`src/rtl/reg_file.sv`:
```
// Architectural register file with ROB-tag renaming: 32x32 committed values,
// per-register busy bit and producing ROB id, combinational operand reads with commit bypass.
module reg_file #(
  parameter int ROB_SIZE_WIDTH = 4
) (
  input  logic                      clk,
  input  logic                      rst,
  input  logic                      rdy,
  input  logic                      clear,
  input  logic [4:0]                issue_rd,
  input  logic [ROB_SIZE_WIDTH-1:0] issue_rob_id,
  input  logic [4:0]                commit_rd,
  input  logic [ROB_SIZE_WIDTH-1:0] commit_rob_id,
  input  logic [31:0]               commit_value,
  input  logic [4:0]                rs1,
  input  logic [4:0]                rs2,
  output logic [31:0]               rs1_value,
  output logic                      rs1_busy,
  output logic [ROB_SIZE_WIDTH-1:0] rs1_rob_id,
  output logic [31:0]               rs2_value,
  output logic                      rs2_busy,
  output logic [ROB_SIZE_WIDTH-1:0] rs2_rob_id
);

  logic [31:0]               values [32];
  logic [31:0]               busy;
  logic [ROB_SIZE_WIDTH-1:0] tag    [32];

  // Later non-blocking writes override earlier ones: issue beats commit, clear beats both.
  always_ff @(posedge clk) begin
    if (rst) begin
      busy <= '0;
      for (int i = 0; i < 32; i++) begin
        values[i] <= '0;
        tag[i]    <= '0;
      end
    end else if (rdy) begin
      if (commit_rd != 5'd0) begin
        values[commit_rd] <= commit_value;
        if (busy[commit_rd] && (tag[commit_rd] == commit_rob_id))
          busy[commit_rd] <= 1'b0;
      end
      if (clear) begin
        busy <= '0;
        for (int i = 0; i < 32; i++)
          tag[i] <= '0;
      end else if (issue_rd != 5'd0) begin
        busy[issue_rd] <= 1'b1;
        tag[issue_rd]  <= issue_rob_id;
      end
    end
  end

  // Reads see pre-issue state; a retiring producer is forwarded in the same cycle.
  always_comb begin
    rs1_value  = '0;
    rs1_busy   = 1'b0;
    rs1_rob_id = '0;
    if (rs1 == 5'd0) begin
      rs1_value = '0;
    end else if (!busy[rs1]) begin
      rs1_value = values[rs1];
    end else if (rdy && (commit_rd == rs1) && (commit_rob_id == tag[rs1])) begin
      rs1_value = commit_value;
    end else begin
      rs1_busy   = 1'b1;
      rs1_rob_id = tag[rs1];
    end
  end

  always_comb begin
    rs2_value  = '0;
    rs2_busy   = 1'b0;
    rs2_rob_id = '0;
    if (rs2 == 5'd0) begin
      rs2_value = '0;
    end else if (!busy[rs2]) begin
      rs2_value = values[rs2];
    end else if (rdy && (commit_rd == rs2) && (commit_rob_id == tag[rs2])) begin
      rs2_value = commit_value;
    end else begin
      rs2_busy   = 1'b1;
      rs2_rob_id = tag[rs2];
    end
  end

endmodule

```
`config.mk`:
```
export PLATFORM = sky130hd
export DESIGN_NAME = reg_file
export DESIGN_NICKNAME = d
export VERILOG_FILES = /design/src/rtl/reg_file.sv
export SDC_FILE = /design/constraint.sdc
export NUM_CORES = 2
export LEC_CHECK = 0
export BUFFER_PORTS_ARGS = -buffer_cell sky130_fd_sc_hd__buf_2
export CORE_MARGIN = 3
export CORE_UTILIZATION = 50
export CTS_BUF_LIST = sky130_fd_sc_hd__clkbuf_4 sky130_fd_sc_hd__clkbuf_8
export DETAILED_ROUTE_END_ITERATION = 10
export PLACE_DENSITY = 0.77
export SYNTH_ARGS = -nofsm -noshare
export SYNTH_HDL_FRONTEND = slang
export SYNTH_SLANG_ARGS = --single-unit
```
`constraint.sdc`:
```
create_clock -name clk -period 6.9 [get_ports clk]
set_clock_uncertainty 0.05 [all_clocks]
set_input_delay 0.345 -clock clk [delete_from_list [all_inputs] [get_ports clk]]
set_output_delay 0.345 -clock clk [all_outputs]
set_load 0.02 [all_outputs]
```
Word level (Yosys, flattened, before mapping)
Memory sizes are Yosys's and may differ from the RTL's.
Cells that the tools add are included.
- muxes and demuxes: 87
- $lt $le $gt $ge: 6
- reduce and logical (&&, ||, !) cells: 13
- bitwise operators: 35
- equal/unequal tests: 5
- operator list (kind ; number):
    32-bit 2-to-1 mux ; 13
    4-bit 2-to-1 mux ; 39
    32-bit bitwise AND ; 1
    32-bit inverter ; 1
    1-bit bitwise OR ; 32
    32-bit bitwise OR ; 1
    32-bit OR reduction ; 1
    1-bit 2-to-1 mux ; 28
    5-bit by 6-bit < comparator with 1-bit output (second input constant) ; 4
    1-bit binary-select mux with 5-bit select ; 3
    4-bit equality test ; 3
    1-bit demux with 5-bit select ; 2
    5-bit equality test ; 2
    5-bit by 1-bit >= comparator with 1-bit output (second input constant) ; 2
    5-bit logical NOT ; 2
    5-bit 2-to-1 mux ; 2
    5-bit nonzero test ; 2
    1-bit logical AND ; 7
    4-bit OR reduction ; 1
- memories kept: 2
- output and inout bits: 74
- register bits after elaboration: 32
- memory bits (writable): 1152
- memory list (name ; depth ; bits a word ; read ports ; clocked after memory_dff ; wr ports ; RTL line ; text):
    values ; 32 ; 32 ; 2 ; 0 ; 32 ; 25 ; logic [31:0] values [32];
    tag ; 32 ; 4 ; 3 ; 0 ; 32 ; 27 ; logic [ROB_SIZE_WIDTH-1:0] tag [32];

Logic depth before layout (Yosys ltp)
- word-level depth: 13
- depth in mapped cells: 15
- gate-level depth less buffers: 8

Worst setup path before layout
No wires, ideal clock.
- kind: input-to-output
- start: input port rs2[2]
- end: output port rs2_value[10]
- buffers on the path: 3
- stages: 10
- setup slack: 3.728 ns
- arrival time: 2.777 ns
- data required time: 6.505 ns
- path through: clkbuf_1 -> clkbuf_1 -> mux4_2 -> mux4_2 -> o22ai_1 -> xor2_1 -> nand4_1 -> nor2_2 -> buf_4 -> o2bb2ai_1
- word-level cells in the longest chain between the ends: 6
- elaborated cells between the ends (all ways): 12
- RTL lines (item ; RTL line ; text):
    start, declared ; 16 ; input logic [4:0] rs2,
    memory 32 x 4 bit or 5-bit equality test (tied branches) ; -- ;
    4-bit equality test or 1-bit logical AND (tied branches) ; 79 ; end else if (rdy && (commit_rd == rs2) && (commit_rob_id == tag[rs2])) begin
    1-bit logical AND ; 79 ;
    32-bit 2-to-1 mux ; 79 ;
    32-bit 2-to-1 mux ; 77 ; end else if (!busy[rs2]) begin
    32-bit 2-to-1 mux * ; 75 ; if (rs2 == 5'd0) begin
    end, declared ; 20 ; output logic [31:0] rs2_value,
Mark *: on every way between the ends. The rest lies on a longest branch, timed or not. The select of a mux whose other input is x is not followed.

Final worst setup path
- start: register busy[23]
- end: output port rs1_value[15]
- word-level cells in the longest chain between the ends: 4
- RTL lines (item ; RTL line ; text):
    start, declared ; 26 ; logic [31:0] busy;
    start signal, assigned ; 32 ; busy <= '0;
    start signal, assigned by index ; 41 ; busy[commit_rd] <= 1'b0;
    start signal, assigned ; 44 ; busy <= '0;
    1-bit binary-select mux with 5-bit select ; 61 ; end else if (!busy[rs1]) begin
    1-bit 2-to-1 mux (not written as such) ; 61 ;
    32-bit 2-to-1 mux ; 61 ;
    32-bit 2-to-1 mux ; 59 ; if (rs1 == 5'd0) begin
    end, declared ; 17 ; output logic [31:0] rs1_value,
No other way between the ends. The select of a mux whose other input is x is not followed.

==> parameters.txt <==
Parameter                              Value

STA
  Least setup slack across all paths after layout ... 1400 ps
  Number of hold violations in the final report ... 0
  Relative max-transition margin ... 7.44%
  Actual slew at the worst max-slew pin ... 1380 ps
  Worst hold slack across all endpoints ... 64.6 ps
  Setup Viol. Count Final ... 0
  Period utilization ... 79.6%
  Setup TNS after final layout ... 0 ps
  RSZ-0062 raised after global routing ... false
  Number of max-slew violations in the final report ... 0
  Final critical delay including setup and external delays ... 5500 ps
  Max frequency ... 0.182 GHz

Clock tree
  Clock transition at the registers of the reported paths ... 60 ps
  TritonCTS clock tree ... done
  Number of clock sinks ... 1184
  Maximum clock path buffer count ... 3
  TritonCTS buffer count ... 195
  Clock latency of the later-clocked register in the worst-skew pair ... 940 ps
  Number of buffers inserted by post-CTS setup repair ... 0
  H-tree Lvls ... 4
  CTS Root Cell ... sky130_fd_sc_hd__clkbuf_8

Synth
  Synthesized instance count ... 4774
  Dominant synthesized flop cell ... sky130_fd_sc_hd__edfxtp_1
  Combinational family with the most area after synthesis ... multiplexers
  Share of flip-flops with an asynchronous set or reset after synthesis ... 0%
  Post-synthesis compound-gate area fraction ... 5.64%
  Number of warning messages in the yosys log ... 0
  Adder and majority cell fraction of the synthesized area ... 0%
  Synthesized cell area ... 65900 µm²
  Number of flops mapped to enable cells by yosys ... 1152
  Sequential fraction of the synthesis area ... 53.5%
  Mux cell area share after synthesis ... 23.3%
  Share of the synthesized netlist area taken by xor and xnor gates ... 0.279%
  Distinct cell type count after synthesis ... 69
  Synthesized-area fraction occupied by and/or/nand/nor cells ... 13.8%
  Per-instance average area after synthesis ... 13.8 µm²
  Total of flip-flops plus latches after synthesis ... 1184

Floorplanning
  Horiz. Die Dim ... 369 µm
  Initial core utilization ... 50.6%
  Top-level I/O count ... 138
  Die footprint ... 136000 µm²
  Core footprint ... 130000 µm²
  Row cnt ... 132
  Die outline height ... 369 µm

Pwr
  Overall power consumption ... 17.0 mW
  Largest voltage drop on the vdd net ... 0.000215 V
  Power per unit of standard cell area ... 236 nW/µm²
  Cell leakage power ... 26.0 nW

Run status
  Result of the run ... finished, final reports clean

Place
  Placed instance area ... 67900 µm²
  Final GP Congestion ... 0.945
  Detailed Place HPWL ... 125 mm
  Buffers on Ports ... 137
  Dpl cells ... 6281
  Worst setup slack after placement ... 1840 ps

Final layout
  Area overhead of the layout relative to synthesis ... 9.46%
  Finished Core Util ... 55.4%
  Commonest cells after routing, fill and taps aside ... sky130_fd_sc_hd__edfxtp_1 (1152), sky130_fd_sc_hd__and2_1 (996), sky130_fd_sc_hd__mux4_2 (469)
  Most common library cell in the layout ignoring fill and taps ... sky130_fd_sc_hd__edfxtp_1
  Number of cells in the finished layout apart from fillers ... 6695
  Post-route cell area ... 72100 µm²
  Final nets ... 4842
  Ratio of cells with drive above 1 in the final layout ... 22.8%
  Fill count ... 10300

Routing
  Per-cell via count in the routed design ... 6.88
  Wire length per cell after detailed routing ... 32.9 µm
  Pre-Repair DR Iteration Count ... 7
  Post-route antenna net violation count ... 0
  Vias ... 46100
  Number of DRC markers after the initial detailed-route iteration ... 7173
  Total Routed Length ... 220 mm
  DR DRC count ... 0

Setup path
  WP data arrival ... 5100 ps
  Type of the worst setup path ... reg2out
  Startpoint class of the critical path ... flip-flop
  Crit path max fanout ... 23
  Crit end category ... output pin
  Worst endpoint required time ... 6500 ps

Flow run
  Maximum capacitance violations ... 0

GRT
  Antenna violations before repair ... 12
  Via count of the first global-routing pass ... 45600
  Wire length of the first global-routing pass ... 313 mm
  Maximum number of pins on one net before global-route repair ... 118
  Remaining global-route overflow ... 0
  Global Route Usage Sum ... 31.8%

Min path
  Min-delay worst type ... in2reg
==> metal layers <==
layer / routed length [µm] / GRT usage [%]
met5: 52 / 0.890
met4: 12600 / 17.2
met3: 31900 / 10.7
met2: 99000 / 47.9
met1: 76500 / 40.8
==> critical path: stages (launching register included) <==
cell,delay (ps)
sky130_fd_sc_hd__dfxtp_1,380
sky130_fd_sc_hd__mux4_4,620
sky130_fd_sc_hd__mux2i_1,150
sky130_fd_sc_hd__a21oi_1,160
sky130_fd_sc_hd__a31oi_1,310
sky130_fd_sc_hd__a21boi_4,1100
sky130_fd_sc_hd__o21ai_0,810
sky130_fd_sc_hd__o21ai_1,410
sky130_fd_sc_hd__buf_2,240
==> power breakdown <==
part / switching (mW) / internal [mW]
Sequential: 0.225 / 8.29
Combinational: 1.46 / 0.870
Clock: 2.99 / 3.18
Total: 4.68 / 12.3
==> what timing repair did <==
item | CTS | global route
endpoints found under the hold margin | 880 | 0
hold buffers | 42 | 0
resized for setup | 0 | 0
==> registers in the layout (all words and copies together), names as in the netlist <==
register,count
tag,128
busy,32
values,1024
==> logic make-up after synthesis <==
group | count (synthesis)
multiplexers | 935
buffers and inverters | 524
other | 1
AND/OR/NAND/NOR | 1536
flip-flops | 1184
XOR/XNOR | 21
AO/OA/AOI/OAI | 573
==> path summary, 6_finish.rpt <==
check / startpoint / endpoint / slack, ps / depth (start not counted)
worst max-delay path: busy[23]$_SDFFE_PP0P_ / rs1_value[15] / 1400 / 8
worst min register to register: busy[5]$_SDFFE_PP0P_ / busy[5]$_SDFFE_PP0P_ / 460 / 2
worst min-delay path: issue_rd[4] / busy[2]$_SDFFE_PP0P_ / 60 / 5
worst max register to register: tag[1][1]$_SDFFCE_PN0P_ / busy[8]$_SDFFE_PP0P_ / 2870 / 9
==> synthesized netlist by cell type, types with 17 or more instances <==
cell                        count  area [µm²]
sky130_fd_sc_hd__edfxtp_1    1152       34600
sky130_fd_sc_hd__and2_1       996        6230
sky130_fd_sc_hd__mux4_2       469       10600
sky130_fd_sc_hd__mux2i_1      458        4580
sky130_fd_sc_hd__clkbuf_1     388        1460
sky130_fd_sc_hd__nand2_1      160         601
sky130_fd_sc_hd__and3_1       131         820
sky130_fd_sc_hd__a21oi_1      118         591
sky130_fd_sc_hd__o21ai_0      102         510
sky130_fd_sc_hd__a22oi_1       97         728
sky130_fd_sc_hd__nor2_1        80         300
sky130_fd_sc_hd__o211ai_1      53         398
sky130_fd_sc_hd__buf_2         51         255
sky130_fd_sc_hd__o22ai_1       42         263
sky130_fd_sc_hd__nor4_1        38         238
sky130_fd_sc_hd__or2_2         38         238
sky130_fd_sc_hd__buf_4         36         270
sky130_fd_sc_hd__dfxtp_1       32         641
sky130_fd_sc_hd__o21ai_1       32         160
sky130_fd_sc_hd__o2bb2ai_1     32         280
sky130_fd_sc_hd__a31oi_1       31         194
sky130_fd_sc_hd__a221oi_1      26         228
sky130_fd_sc_hd__nand3_1       20         100
sky130_fd_sc_hd__buf_1         17        63.8
==> layout make-up <==
class | instances | area, µm² | share of cell area [%]
clock inverter | 89 | 548 | 0.760
clock buffer | 270 | 3280 | 4.55
sequential | 1184 | 35200 | 48.8
timing repair buffer | 287 | 2080 | 2.88
inverter | 9 | 36.3 | 0.0503
multi-input combinational | 3101 | 28800 | 39.9
antenna | 13 | 32.5 | 0.0451
tap | 1742 | 2180 | 3.02
No activity file was read; power rests on OpenSTA's default activity.
